File: src/rtl/multicycle_ctrl_if.sv
// Instruction-memory fetch interface for the multicycle control unit.
// Carries the ready/request handshake and the 16-bit instruction word.
//   imem_req   : control unit -> memory, fetch request (high only while fetching)
//   imem_ready : memory -> control unit, instruction word is valid this cycle
//   instr      : memory -> control unit, 16-bit instruction word
// The master modport is used by the control unit; the slave modport by the memory side.
interface multicycle_ctrl_if;
  logic        imem_req;
  logic        imem_ready;
  logic [15:0] instr;

  modport master (
    output imem_req,
    input  imem_ready,
    input  instr
  );

  modport slave (
    input  imem_req,
    output imem_ready,
    output instr
  );
endinterface

File: src/rtl/multicycle_ctrl.sv
// Multicycle control unit for the 8-bit processor datapath (16-entry regfile,
// PC register with next-PC mux4, write-data mux2, ALU and zero-flag ffd).
// Fetches a 16-bit instruction over the imem interface into an internal IR,
// then spends one cycle in DECODE and one in EXEC, where all strobes fire.
// Ports:
//   clk, reset         : clock (rising edge), asynchronous active-low reset
//   imem               : fetch handshake (imem_req out, imem_ready/instr in)
//   z                  : current zero flag from the flag ffd
//   ra1, ra2, wa3      : regfile addresses decoded from IR
//   imm, target        : immediate and jump target decoded from IR
//   alu_op             : ALU operation decoded from IR
//   we3, wd3_src       : regfile write enable and write-data mux select
//   z_load             : zero-flag load enable
//   pc_we, pc_src      : PC load enable and next-PC mux select
//   halted, fault      : levels for the HALT and FAULT absorbing states
//   illegal            : one-cycle pulse on an illegal opcode
module multicycle_ctrl #(
  parameter int PC_WIDTH      = 10,
  parameter int FETCH_TIMEOUT = 15
) (
  input  logic                clk,
  input  logic                reset,
  multicycle_ctrl_if.master   imem,
  input  logic                z,
  output logic [3:0]          ra1,
  output logic [3:0]          ra2,
  output logic [3:0]          wa3,
  output logic [7:0]          imm,
  output logic [PC_WIDTH-1:0] target,
  output logic [2:0]          alu_op,
  output logic                we3,
  output logic                wd3_src,
  output logic                z_load,
  output logic                pc_we,
  output logic [1:0]          pc_src,
  output logic                halted,
  output logic                fault,
  output logic                illegal
);

  typedef enum logic [2:0] {
    IDLE,
    FETCH,
    DECODE,
    EXEC,
    HALT,
    FAULT
  } state_t;

  // The miss that brings the counter up to FETCH_TIMEOUT is the one that faults.
  localparam logic [7:0] TIMEOUT_LAST = 8'(FETCH_TIMEOUT - 1);

  state_t      state;
  state_t      next_state;
  logic [15:0] ir;
  logic [7:0]  miss_cnt;
  logic [3:0]  opcode;

  // IR fields are plain wiring; IR is cleared by reset so every field reads 0 then.
  assign opcode = ir[15:12];
  assign ra1    = ir[7:4];
  assign ra2    = ir[3:0];
  assign wa3    = ir[11:8];
  assign imm    = ir[7:0];
  assign target = ir[PC_WIDTH-1:0];
  assign alu_op = ir[14:12];

  assign imem.imem_req = (state == FETCH);
  assign halted        = (state == HALT);
  assign fault         = (state == FAULT);

  // State register, instruction capture and fetch-miss counter. The IR only
  // loads on a completed handshake, so instr is ignored in every other state.
  always_ff @(posedge clk or negedge reset) begin
    if (!reset) begin
      state    <= IDLE;
      ir       <= 16'h0000;
      miss_cnt <= 8'd0;
    end else begin
      state <= next_state;
      if (state == FETCH && imem.imem_ready) begin
        ir <= imem.instr;
      end
      if (state == FETCH && !imem.imem_ready) begin
        miss_cnt <= miss_cnt + 8'd1;
      end else begin
        miss_cnt <= 8'd0;
      end
    end
  end

  // Next-state and strobe decode. Strobes default low and are only raised in
  // EXEC; branches look at z here, after the previous instruction's flag load.
  always_comb begin
    next_state = state;
    we3        = 1'b0;
    wd3_src    = 1'b0;
    z_load     = 1'b0;
    pc_we      = 1'b0;
    pc_src     = 2'd0;
    illegal    = 1'b0;
    case (state)
      IDLE: next_state = FETCH;
      FETCH: begin
        if (imem.imem_ready) begin
          next_state = DECODE;
        end else if (miss_cnt == TIMEOUT_LAST) begin
          next_state = FAULT;
        end
      end
      DECODE: next_state = EXEC;
      EXEC: begin
        next_state = FETCH;
        casez (opcode)
          4'b0???: begin
            we3    = 1'b1;
            z_load = 1'b1;
            pc_we  = 1'b1;
          end
          4'b1000: pc_we = 1'b1;
          4'b1001: begin
            we3     = 1'b1;
            wd3_src = 1'b1;
            pc_we   = 1'b1;
          end
          4'b1010: begin
            pc_we  = 1'b1;
            pc_src = 2'd1;
          end
          4'b1011: begin
            pc_we  = 1'b1;
            pc_src = z ? 2'd1 : 2'd0;
          end
          4'b1100: begin
            pc_we  = 1'b1;
            pc_src = z ? 2'd0 : 2'd1;
          end
          4'b1101: next_state = HALT;
          default: begin
            pc_we   = 1'b1;
            illegal = 1'b1;
          end
        endcase
      end
      HALT:    next_state = HALT;
      FAULT:   next_state = FAULT;
      default: next_state = IDLE;
    endcase
  end

endmodule

File: src/flat_wrapper.sv
// flat-port wrapper written by rule: the top's interface ports become plain ports
module multicycle_ctrl_flat 
#(
  parameter int PC_WIDTH      = 10,
  parameter int FETCH_TIMEOUT = 15
)
  (clk, reset, z, ra1, ra2, wa3, imm, target, alu_op, we3, wd3_src, z_load, pc_we, pc_src, halted, fault, illegal, imem_imem_req, imem_imem_ready, imem_instr);
  multicycle_ctrl_if imem_i ();
  input  logic clk;
  input  logic reset;
  input  logic z;
  output logic [3:0] ra1;
  output logic [3:0] ra2;
  output logic [3:0] wa3;
  output logic [7:0] imm;
  output logic [PC_WIDTH-1:0] target;
  output logic [2:0] alu_op;
  output logic we3;
  output logic wd3_src;
  output logic z_load;
  output logic pc_we;
  output logic [1:0] pc_src;
  output logic halted;
  output logic fault;
  output logic illegal;
  output wire logic [$bits(imem_i.imem_req)-1:0] imem_imem_req;
  input wire logic [$bits(imem_i.imem_ready)-1:0] imem_imem_ready;
  input wire logic [$bits(imem_i.instr)-1:0] imem_instr;
  assign imem_imem_req = imem_i.imem_req;
  assign imem_i.imem_ready = imem_imem_ready;
  assign imem_i.instr = imem_instr;
  multicycle_ctrl #(.PC_WIDTH(PC_WIDTH), .FETCH_TIMEOUT(FETCH_TIMEOUT)) u_core (.clk(clk), .reset(reset), .imem(imem_i), .z(z), .ra1(ra1), .ra2(ra2), .wa3(wa3), .imm(imm), .target(target), .alu_op(alu_op), .we3(we3), .wd3_src(wd3_src), .z_load(z_load), .pc_we(pc_we), .pc_src(pc_src), .halted(halted), .fault(fault), .illegal(illegal));
endmodule
File: config.mk
export PLATFORM = sky130hd
export DESIGN_NAME = multicycle_ctrl_flat
export DESIGN_NICKNAME = d
export VERILOG_FILES = /design/src/rtl/multicycle_ctrl_if.sv /design/src/rtl/multicycle_ctrl.sv /design/src/flat_wrapper.sv
export SDC_FILE = /design/constraint.sdc
export NUM_CORES = 1
export LEC_CHECK = 0
export ABC_CLOCK_PERIOD_IN_PS = 4780
export CORE_MARGIN = 2
export CORE_UTILIZATION = 47
export DETAILED_ROUTE_END_ITERATION = 16
export PLACE_DENSITY = 0.95
export SETUP_SLACK_MARGIN = 0.4
export SLEW_MARGIN = 0
export SYNTH_ARGS = -nofsm -noshare
export SYNTH_HDL_FRONTEND = slang
export SYNTH_SLANG_ARGS = --single-unit
File: constraint.sdc
create_clock -name clk -period 4.78 [get_ports clk]
set_clock_uncertainty 0.05 [all_clocks]
set_input_delay 0.717 -clock clk [delete_from_list [all_inputs] [get_ports clk]]
set_output_delay 0.717 -clock clk [all_outputs]
set_load 0.1 [all_outputs]
==> results.md <==
* CTS root buf: clkbuf_4
* EDFF count, synth at 0
* CP required at 4010 ps
* Vias in the first global route at 922
* Max-slew violations at 0
* Class of the most critical setup path: input port to output port
* Min-Delay Path Class: flop to flop
* Crit-path max FO at 2
* Wire per inst at 13.14 um
* Max Cap Violations at 0
* Count leader, synth: buf_4
* # DRC at 0
* Gr usage total at 14.56%
* Synth unique cells at 36
* CTS tree: built
* Share of the synthesized area in the top cell type at 42.69%
* Port bufs at 61
* Setup bufs post-CTS at 0
* Synthesized area per cell at 11.23 um2
* P&R area growth vs syn at 24.51%
* Die Y at 62.03 um
* Global route overflow at 0
* Max Root-Sink Buffers at 2
* IO Pins at 63
* Routed Antenna Nets at 0
* Via/cell ratio at 4.873
* Reg-to-Reg Start: u_core.state[0]
* Post-Route Utilization at 60.00%
* Initial antenna violation count at 0
* Vias post-DR at 1038
* CTS resizes at 0
* Fin worst setup slack at 1334 ps
* Largest area contributor in the netlist: dfrtp_1
* Hold Buf Count CTS at 0
* Top_reg_cell synth: dfrtp_1
* Async S/R FF share, synth at 100.0%
* Worst setup startpoint: z
* Fin Setup TNS at 0 ps
* Period minus WS final at 3446 ps
* Min-delay src: u_core.miss_cnt[0]
* Row count at 21
* Worst-Skew Late Latency at 320 ps
* Die X at 62.03 um
* Core area at 0.003284 mm2
* N_diodes at 0
* Ys Warns at 0
* CP endpoint kind: output port
* Share of cells above drive strength 1 at 13.77%
* Post-Syn Area at 0.001583 mm2
* Worst slack at placement at 1334 ps
* Cells after Synth at 141
* Final setup viols at 0
* CTS buffer count at 3
* Register area share after synthesis at 42.69%
* Result of the run: completed
* Largest net degree at the start of global routing at 28
* Relative slew slack at 33.79%
* Crit path DAT at 2680 ps
* Net Count, Synth at 163
* DR pass1 iterations at 4
* Initial Util at 48.19%
* Most frequent cells after synthesis: buf_4, dfrtp_1, mux2_4, nor2_1, a21oi_1
* Die area at 0.003848 mm2
* Synth top area cells: dfrtp_1, buf_4, mux2_4, mux2_2, a21oi_1
* Fin. Hold Viols at 0
* Worst-Margin Slew at 990.0 ps
* FMAX at 290.2 MHz
* First-pass GRT wire length at 4098 um
* Post-DP HPWL at 2118 um
* RePlAce Congestion at 0.7035
* Cell depth of the worst hold path at 1
* Tcrit/Tclk final at 72.08%
* Nets@finish at 190
* Synth Register Bits at 27
* Startpoint Class: input port
* Worst-path clk slew at 140 ps
* Drt total wl at 2799 um
* Worst r2r path cells at 3
* RSZ-0062 raised after global routing: false
* DR iter-0 viols at 32
* CTS sink count at 27
* H-tree Lvls at 1
[per-stage QoR]
| step | instances | instance area [um2] | hold WS (ps) |
|---|---|---|---|
| after floorplan | 141 | 1583 | 371.4 |
| after global placement | 209 | 1944 | 446.6 |
| after global routing | 213 | 1971 | 503.6 |
| after detailed placement | 209 | 1944 | 441.6 |
| after CTS | 213 | 1971 | 486.3 |
| final | 213 | 1971 | 481.2 |
[state kept, by name (all words and copies together) (netlist names)]
register	flops
u_core.ir	16
u_core.state	3
u_core.miss_cnt	8
[routing by layer]
| layer | track usage [%] | vias up | routed length [um] |
|---|---|---|---|
| met4 | 5.471 | 0 | 18 |
| met3 | 2.692 | 2 | 173 |
| met1 | 17.24 | 501 | 1174 |
| li1 | - | 500 | - |
| met5 | 0 | - | 0 |
| met2 | 26.04 | 35 | 1432 |
[layout by cell type (no fill, tap or decap), types with 6 or more instances in the layout]
cell type | Yosys | final
clkdlybuf4s50_1 | 0 | 61
dfrtp_1 | 27 | 27
mux2_4 | 10 | 10
nor2_1 | 9 | 9
a21oi_1 | 7 | 7
mux2_2 | 6 | 6
[cell families (layout without fill, tap and decap cells)]
group,Yosys count,after routing,synth area share [%]
compound gates,13,13,4.664
xor+xnor,3,3,1.660
fa+ha+maj,2,2,1.581
buf+inv,41,67,20.08
flops,27,27,42.69
mux,16,16,13.75
other cells,1,1,0.2369
simple gates,38,38,15.34
[cell type report]
class	instances	area [um2]
Fill cell	291	1314
Sequential cell	27	675.6
Timing Repair Buffer	62	618.1
Multi-Input combinational cell	73	589.3
Tap cell	46	57.56
Clock buffer	4	26.28
Inverter	1	3.754
[worst max-delay path, cell delays in order]
cell,delay (ps)
clkdlybuf4s50_1,420
nor3b_1,180
o21bai_1,90
a21oi_1,120
clkdlybuf4s50_1,1140
[path summary, 6_finish.rpt]
path	end	slack, ps
min in group asynchronous	u_core.ir[2]	700
max in group asynchronous	u_core.ir[10]	3730
worst min-delay path	u_core.miss_cnt[0]	480
worst max register to register	u_core.ir[5]	3100
worst max-delay path	pc_src[0]	1330
worst min register to register	u_core.miss_cnt[0]	480
Power is left out: the tool's default activity adds up to more than one toggle a clock period on the data nets, which glitch-free logic cannot reach.
